### src/rtl/imul_int_mul_var_pkg.sv
// Shared types for the variable-latency iterative multiplier.
package imul_pkg;

    typedef enum logic [1:0] {
        MUL    = 2'd0,
        MULH   = 2'd1,
        MULHSU = 2'd2,
        MULHU  = 2'd3
    } mode_e;

    typedef enum logic [1:0] {
        IDLE = 2'd0,
        CALC = 2'd1,
        SIGN = 2'd2,
        DONE = 2'd3
    } state_e;

endpackage

### src/rtl/imul_int_mul_var_if.sv
// Request/response val/rdy bundle for the iterative multiplier.
interface imul_int_mul_var_if #(
    parameter int unsigned NBITS = 32
);
    logic                 req_val;
    logic                 req_rdy;
    logic [2*NBITS-1:0]   req_msg;
    logic [1:0]           req_mode;
    logic                 resp_val;
    logic                 resp_rdy;
    logic [NBITS-1:0]     resp_msg;

    modport master (
        output req_val, req_msg, req_mode, resp_rdy,
        input  req_rdy, resp_val, resp_msg
    );

    modport slave (
        input  req_val, req_msg, req_mode, resp_rdy,
        output req_rdy, resp_val, resp_msg
    );
endinterface

### src/rtl/imul_int_mul_var_dpath.sv
// Sign-magnitude shift-and-add datapath: operand magnitudes, accumulator, final negate and half-select.
module imul_int_mul_var_dpath
    import imul_pkg::*;
#(
    parameter int unsigned NBITS = 32
) (
    input  logic              clk,
    input  logic              reset,
    input  logic              load,
    input  logic              calc_en,
    input  logic              add_en,
    input  logic              sign_en,
    input  logic [NBITS-1:0]  a_in,
    input  logic [NBITS-1:0]  b_in,
    input  mode_e             mode_in,
    input  mode_e             mode_reg,
    output logic              b_rest_zero,
    output logic              b_lsb,
    output logic [NBITS-1:0]  result
);
    logic [2*NBITS-1:0] a_reg;
    logic [NBITS-1:0]   b_reg;
    logic [2*NBITS-1:0] acc;
    logic               neg;

    logic               a_neg;
    logic               b_neg;
    logic [NBITS-1:0]   a_mag;
    logic [NBITS-1:0]   b_mag;

    // -2^(NBITS-1) negates to 2^(NBITS-1), which is exact as an unsigned magnitude.
    always_comb begin
        a_neg = ((mode_in == MULH) || (mode_in == MULHSU)) && a_in[NBITS-1];
        b_neg = (mode_in == MULH) && b_in[NBITS-1];
        a_mag = a_neg ? (~a_in + 1'b1) : a_in;
        b_mag = b_neg ? (~b_in + 1'b1) : b_in;
    end

    always_ff @(posedge clk) begin
        if (reset) begin
            a_reg <= '0;
            b_reg <= '0;
            acc   <= '0;
            neg   <= 1'b0;
        end else if (load) begin
            a_reg <= {{NBITS{1'b0}}, a_mag};
            b_reg <= b_mag;
            acc   <= '0;
            neg   <= a_neg ^ b_neg;
        end else if (calc_en) begin
            if (add_en) begin
                acc <= acc + a_reg;
            end
            a_reg <= a_reg << 1;
            b_reg <= b_reg >> 1;
        end else if (sign_en && neg) begin
            acc <= ~acc + 1'b1;
        end
    end

    always_comb begin
        b_rest_zero = (b_reg[NBITS-1:1] == '0);
        b_lsb       = b_reg[0];
        result      = (mode_reg == MUL) ? acc[NBITS-1:0] : acc[2*NBITS-1:NBITS];
    end
endmodule

### src/rtl/imul_int_mul_var.sv
// Variable-latency iterative integer multiplier (MUL/MULH/MULHSU/MULHU) with val/rdy handshakes.
module imul_int_mul_var
    import imul_pkg::*;
#(
    parameter int unsigned NBITS      = 32,
    parameter bit          EARLY_EXIT = 1'b1
) (
    input  logic                    clk,
    input  logic                    reset,
    imul_int_mul_var_if.slave       io,
    output logic                    busy
);
    localparam int unsigned CW = $clog2(NBITS);

    state_e          state;
    state_e          state_nxt;
    logic [CW-1:0]   count;
    mode_e           mode_reg;
    logic            req_go;
    logic            resp_go;
    logic            last_iter;
    logic            b_rest_zero;
    logic            b_lsb;

    assign req_go    = io.req_val & io.req_rdy;
    assign resp_go   = io.resp_val & io.resp_rdy;
    assign last_iter = (count == CW'(NBITS - 1)) || (EARLY_EXIT && b_rest_zero);

    always_ff @(posedge clk) begin
        if (reset) begin
            state <= IDLE;
        end else begin
            state <= state_nxt;
        end
    end

    always_ff @(posedge clk) begin
        if (reset) begin
            count    <= '0;
            mode_reg <= MUL;
        end else if (req_go) begin
            count    <= '0;
            mode_reg <= mode_e'(io.req_mode);
        end else if (state == CALC) begin
            count    <= count + CW'(1);
        end
    end

    // Handshake outputs depend on state only; reset masks them while it is held.
    always_comb begin
        state_nxt   = state;
        io.req_rdy  = 1'b0;
        io.resp_val = 1'b0;
        busy        = (state != IDLE);
        case (state)
            IDLE: begin
                io.req_rdy = ~reset;
                if (req_go) state_nxt = CALC;
            end
            CALC: if (last_iter) state_nxt = SIGN;
            SIGN: state_nxt = DONE;
            DONE: begin
                io.resp_val = ~reset;
                if (resp_go) state_nxt = IDLE;
            end
            default: state_nxt = IDLE;
        endcase
    end

    imul_int_mul_var_dpath #(
        .NBITS(NBITS)
    ) u_dpath (
        .clk         (clk),
        .reset       (reset),
        .load        (req_go),
        .calc_en     (state == CALC),
        .add_en      ((state == CALC) && b_lsb),
        .sign_en     (state == SIGN),
        .a_in        (io.req_msg[2*NBITS-1:NBITS]),
        .b_in        (io.req_msg[NBITS-1:0]),
        .mode_in     (mode_e'(io.req_mode)),
        .mode_reg    (mode_reg),
        .b_rest_zero (b_rest_zero),
        .b_lsb       (b_lsb),
        .result      (io.resp_msg)
    );
endmodule
### src/flat_wrapper.sv
// flat-port wrapper written by rule: the top's interface ports become plain ports
module imul_int_mul_var_flat import imul_pkg::*;
#(
    parameter int unsigned NBITS      = 32,
    parameter bit          EARLY_EXIT = 1'b1
)
  (clk, reset, busy, io_req_val, io_req_msg, io_req_mode, io_resp_rdy, io_req_rdy, io_resp_val, io_resp_msg);
  imul_int_mul_var_if #(.NBITS(NBITS)) io_i ();
  input  logic clk;
  input  logic reset;
  output logic busy;
  input wire logic [$bits(io_i.req_val)-1:0] io_req_val;
  input wire logic [$bits(io_i.req_msg)-1:0] io_req_msg;
  input wire logic [$bits(io_i.req_mode)-1:0] io_req_mode;
  input wire logic [$bits(io_i.resp_rdy)-1:0] io_resp_rdy;
  output wire logic [$bits(io_i.req_rdy)-1:0] io_req_rdy;
  output wire logic [$bits(io_i.resp_val)-1:0] io_resp_val;
  output wire logic [$bits(io_i.resp_msg)-1:0] io_resp_msg;
  assign io_i.req_val = io_req_val;
  assign io_i.req_msg = io_req_msg;
  assign io_i.req_mode = io_req_mode;
  assign io_i.resp_rdy = io_resp_rdy;
  assign io_req_rdy = io_i.req_rdy;
  assign io_resp_val = io_i.resp_val;
  assign io_resp_msg = io_i.resp_msg;
  imul_int_mul_var #(.NBITS(NBITS), .EARLY_EXIT(EARLY_EXIT)) u_core (.clk(clk), .reset(reset), .io(io_i), .busy(busy));
endmodule
### config.mk
export PLATFORM = sky130hd
export DESIGN_NAME = imul_int_mul_var_flat
export DESIGN_NICKNAME = d
export VERILOG_FILES = /design/src/rtl/imul_int_mul_var_pkg.sv /design/src/rtl/imul_int_mul_var_if.sv /design/src/rtl/imul_int_mul_var_dpath.sv /design/src/rtl/imul_int_mul_var.sv /design/src/flat_wrapper.sv
export SDC_FILE = /design/constraint.sdc
export NUM_CORES = 1
export LEC_CHECK = 0
export ABC_AREA = 1
export CAP_MARGIN = 0
export CORE_MARGIN = 2
export CORE_UTILIZATION = 30
export DETAILED_ROUTE_END_ITERATION = 6
export GPL_TIMING_DRIVEN = 0
export SLEW_MARGIN = 20
export SYNTH_ARGS = -nofsm -noshare
export SYNTH_HDL_FRONTEND = slang
export SYNTH_SLANG_ARGS = --single-unit
export TNS_END_PERCENT = 1
### constraint.sdc
create_clock -name clk -period 2.6 [get_ports clk]
set_clock_uncertainty 0.15 [all_clocks]
set_input_delay 0.78 -clock clk [delete_from_list [all_inputs] [get_ports clk]]
set_output_delay 0.78 -clock clk [all_outputs]
set_load 0.005 [all_outputs]
==> results.rst <==
.. list-table::
   :header-rows: 1

   * - Metric
     - Value
   * - Number of global-route vias before repair
     - 18.96k
   * - Type of element launching the critical path
     - register
   * - Antenna violations before repair
     - 0
   * - Share of synthesized registers carrying an async set or reset
     - 0%
   * - Number of max-cap violations
     - 0
   * - Routability congestion estimate
     - 1.018
   * - Clock root buffer
     - sky130_fd_sc_hd__clkbuf_16
   * - Final hold vios
     - 0
   * - Post-synth top cells
     - 1,107 x sky130_fd_sc_hd__nand2_1, 562 x sky130_fd_sc_hd__inv_1, 277 x sky130_fd_sc_hd__nor2_1, 226 x sky130_fd_sc_hd__a21oi_1, 217 x sky130_fd_sc_hd__o21ai_0
   * - Worst ir drop on vdd
     - 0.0004145 V
   * - Minimum clock period
     - 2.654 ns
   * - Post-synth top area share
     - 23.77%
   * - CTS tree
     - yes
   * - Distinct cell type count after synthesis
     - 52
   * - Clock insertion delay at the later pin of the skew report
     - 0.46 ns
   * - Library cell occupying the most area in the post-synthesis netlist
     - sky130_fd_sc_hd__nand2_1
   * - Total via count after detailed routing
     - 20.66k
   * - Overall fraction of global-route tracks in use
     - 24.34%
   * - RSZ-0062 raised after global routing
     - true
   * - Xor and xnor fraction of the mapped netlist area
     - 4.609%
   * - Smallest setup slack after layout
     - -0.05416 ns
   * - Avg Synthesized Cell Area
     - 5.426 µm²
   * - Wire length of the first global-routing pass
     - 111.3 mm
   * - WHS
     - 0.3177 ns
   * - CTS buffer count
     - 17
   * - Num rows
     - 88
   * - Port buffer count
     - 104
   * - Sum of overflow across all layers after global routing
     - 0
   * - Hold-fix buffers at CTS
     - 0
   * - # H-tree levels
     - 4
   * - Worst-case reg-to-reg path depth
     - 10
   * - Post-synthesis register bit count
     - 170
   * - Slew @ Worst Pin
     - 0.8614 ns
   * - Initial standard-cell utilization of the core
     - 30.30%
   * - FF-to-FF setup slack
     - -0.03 ns
   * - Number of max-slew violations in the final report
     - 0
   * - Floorplan die width
     - 245.4 µm
   * - Count of non-filler cells in the finished layout
     - 4,129
   * - Buffer depth of the longest clock path
     - 2
   * - Worst reg2reg startpoint
     - u_core.u_dpath.acc[58]$_SDFFE_PP0P_
   * - Post-CTS clock slew at the launch and capture registers of the worst setup and hold paths
     - 0.07 ns
   * - Total Die Area
     - 60,220 µm²
   * - Clock sinks
     - 170
   * - Hold Path Sink
     - u_core.u_dpath.b_reg[11]$_SDFFE_PP0P_
   * - Maximum frequency from static timing analysis
     - 0.3768 GHz
   * - Antenna cells
     - 0
   * - Design area
     - 20,610 µm²
   * - Drt drc
     - 0
   * - DR WL/cell
     - 18.06 µm
   * - Slew HR
     - 42.58%
   * - Worst Min Path Start
     - u_core.u_dpath.b_reg[11]$_SDFFE_PP0P_
   * - Net total in the final layout
     - 3,496
   * - Core box area
     - 57,700 µm²
   * - First drt pass iteration count
     - 7
   * - Endpoint required time on the critical path
     - 1.67 ns
   * - End of the worst register-to-register path
     - u_core.u_dpath.acc[63]$_SDFFE_PP0P_
   * - Mux cell area share after synthesis
     - 0.06441%
   * - Areal power density over the cells
     - 717.2 nW/µm²
   * - Cell area after synthesis
     - 17,480 µm²
   * - Synth area leaders
     - sky130_fd_sc_hd__nand2_1 24%, sky130_fd_sc_hd__dfxtp_1 19%, sky130_fd_sc_hd__inv_1 12%
   * - Hold Path Cell Cnt
     - 2
   * - Total wirelength of the detailed-routed design
     - 74.59 mm
   * - Status
     - finished with violations
   * - Arrival time at the worst endpoint
     - 1.72 ns
   * - Kind of end point of the critical path
     - output pin
   * - Final setup vio count
     - 4
   * - I/O pin count
     - 105
   * - Part of the Yosys area used for sequential elements
     - 19.47%
   * - Share of layout cells above drive strength 1
     - 9.007%
   * - Area fraction in compound gates after synthesis
     - 15.20%
   * - Number of nets in the synthesized netlist
     - 3,367
   * - Cells after Synth
     - 3,222
   * - Adder and majority cell fraction of the synthesized area
     - 5.410%
   * - Period utilization
     - 102.1%
   * - Critical path class
     - reg2out
   * - Failing checks
     - negative setup slack
   * - Synth Area in Simple Gates
     - 40.78%
   * - Die Y
     - 245.4 µm
   * - Pin count of the biggest net entering global routing
     - 17
   * - Final core utilization
     - 35.72%
   * - Dominant combinational cell family by area after synthesis
     - simple AND/OR/NAND/NOR gates
   * - Cell with the most instances after synthesis
     - sky130_fd_sc_hd__nand2_1
   * - First-iteration detailed-routing DRC count
     - 2,087
   * - DPL Wire Length
     - 62.02 mm
   * - Area growth from synthesis to layout
     - 17.88%
   * - Predominant post-synthesis flop cell
     - sky130_fd_sc_hd__dfxtp_1
   * - Warnings from Yosys
     - 0
   * - Vias per Instance
     - 5.002
   * - Number of enable-type register cells in the synthesized netlist
     - 0
   * - Class of the most critical hold timing path
     - reg2reg
   * - Largest fanout on the critical path
     - 10
   * - Static Leakage
     - 0.01069 µW
   * - Placed insts
     - 4,091
   * - Area post-placement
     - 19,480 µm²
   * - Post-detailed-route count of antenna-violating nets
     - 0
worst max-delay path: stages, from the launching register on:
cell                              delay (ns)
sky130_fd_sc_hd__dfxtp_2                0.34
sky130_fd_sc_hd__nor2_4                 0.18
sky130_fd_sc_hd__buf_6                  0.19
sky130_fd_sc_hd__buf_8                  0.13
sky130_fd_sc_hd__nand2_1                0.07
sky130_fd_sc_hd__o21ai_0                0.12
sky130_fd_sc_hd__clkdlybuf4s15_2        0.24
layer usage:
layer	vias up	wire length (µm)	global-route usage, %
met5	-	0	0
met4	0	2232	7.665
met3	106	6793	5.206
met2	817	31630	37.62
met1	9429	33930	33.57
li1	10300	-	-
layout by cell type, fill, tap and decap left out, types with 14 or more instances in the layout:
master,count
sky130_fd_sc_hd__a21oi_1,220
sky130_fd_sc_hd__a31oi_1,14
sky130_fd_sc_hd__buf_2,38
sky130_fd_sc_hd__clkbuf_1,39
sky130_fd_sc_hd__clkbuf_16,18
sky130_fd_sc_hd__clkbuf_2,15
sky130_fd_sc_hd__clkdlybuf4s50_1,68
sky130_fd_sc_hd__dfxtp_1,136
sky130_fd_sc_hd__dfxtp_2,29
sky130_fd_sc_hd__ha_1,57
sky130_fd_sc_hd__inv_1,560
sky130_fd_sc_hd__nand2_1,1085
sky130_fd_sc_hd__nand2_2,29
sky130_fd_sc_hd__nand3_1,163
sky130_fd_sc_hd__nand3_2,17
sky130_fd_sc_hd__nand4_1,27
sky130_fd_sc_hd__nor2_1,268
sky130_fd_sc_hd__nor2_2,25
sky130_fd_sc_hd__nor3_1,41
sky130_fd_sc_hd__o21ai_0,201
sky130_fd_sc_hd__o21ai_1,24
sky130_fd_sc_hd__xnor2_1,14
sky130_fd_sc_hd__xor2_1,77
power by group:
part	switching (µW)	total [µW]	internal, µW
Sequential	477	3430	2960
Combinational	6070	8860	2790
Clock	1200	2490	1290
what timing repair did:
item | CTS | global route
pin swaps | 1 | 2
gates resized for setup | 168 | 135
buffers inserted | 5 | 1
endpoints found under the setup margin | 106 | 126
cloned | 0 | 0
through the flow:
stage	TNS, ns	worst slack (ns)	total power, µW
after floorplan	0	0.2626	8868
after global placement	-92.01	-1.337	11900
after detailed placement	-80.25	-1.334	11850
after CTS	-0.6066	-0.06600	14480
after global routing	-0.9682	-0.1028	15650
final	-0.1265	-0.05416	14780
cell families after synthesis:
logic type	Yosys count
AO/OA/AOI/OAI	508
XOR/XNOR	92
adder cells (fa/ha/maj)	75
buffers and inverters	663
flip-flops	170
multiplexers	1
AND/OR/NAND/NOR	1713
layout make-up:
type,instances,area [µm²]
Tap cell,765,957.2
Clock buffer,21,460.4
Multi-Input combinational cell,2389,12030
Clock inverter,11,90.09
Buffer,91,478.0
Inverter,572,2151
Timing Repair Buffer,110,985.9
Sequential cell,170,3458
Fill cell,6589,37090
worst max-delay path by stage:
stage	start	to	slack, ns	depth (start not counted)
6_report	u_core.mode_reg[1]$_SDFFE_PP0P_	io_resp_msg[7]	-0.05	6
5_1_grt	u_core.u_dpath.acc[33]$_SDFFE_PP0P_	u_core.u_dpath.acc[59]$_SDFFE_PP0P_	-0.10	11
4_1_cts	u_core.mode_reg[0]$_SDFFE_PP0P_	io_resp_msg[25]	-0.07	5
3_5_place_dp	reset	io_resp_val	-1.33	5
3_3_place_gp	reset	io_resp_val	-1.34	5
2_1_floorplan	reset	io_resp_val	0.26	3
Power figures use the tool's default switching activity.
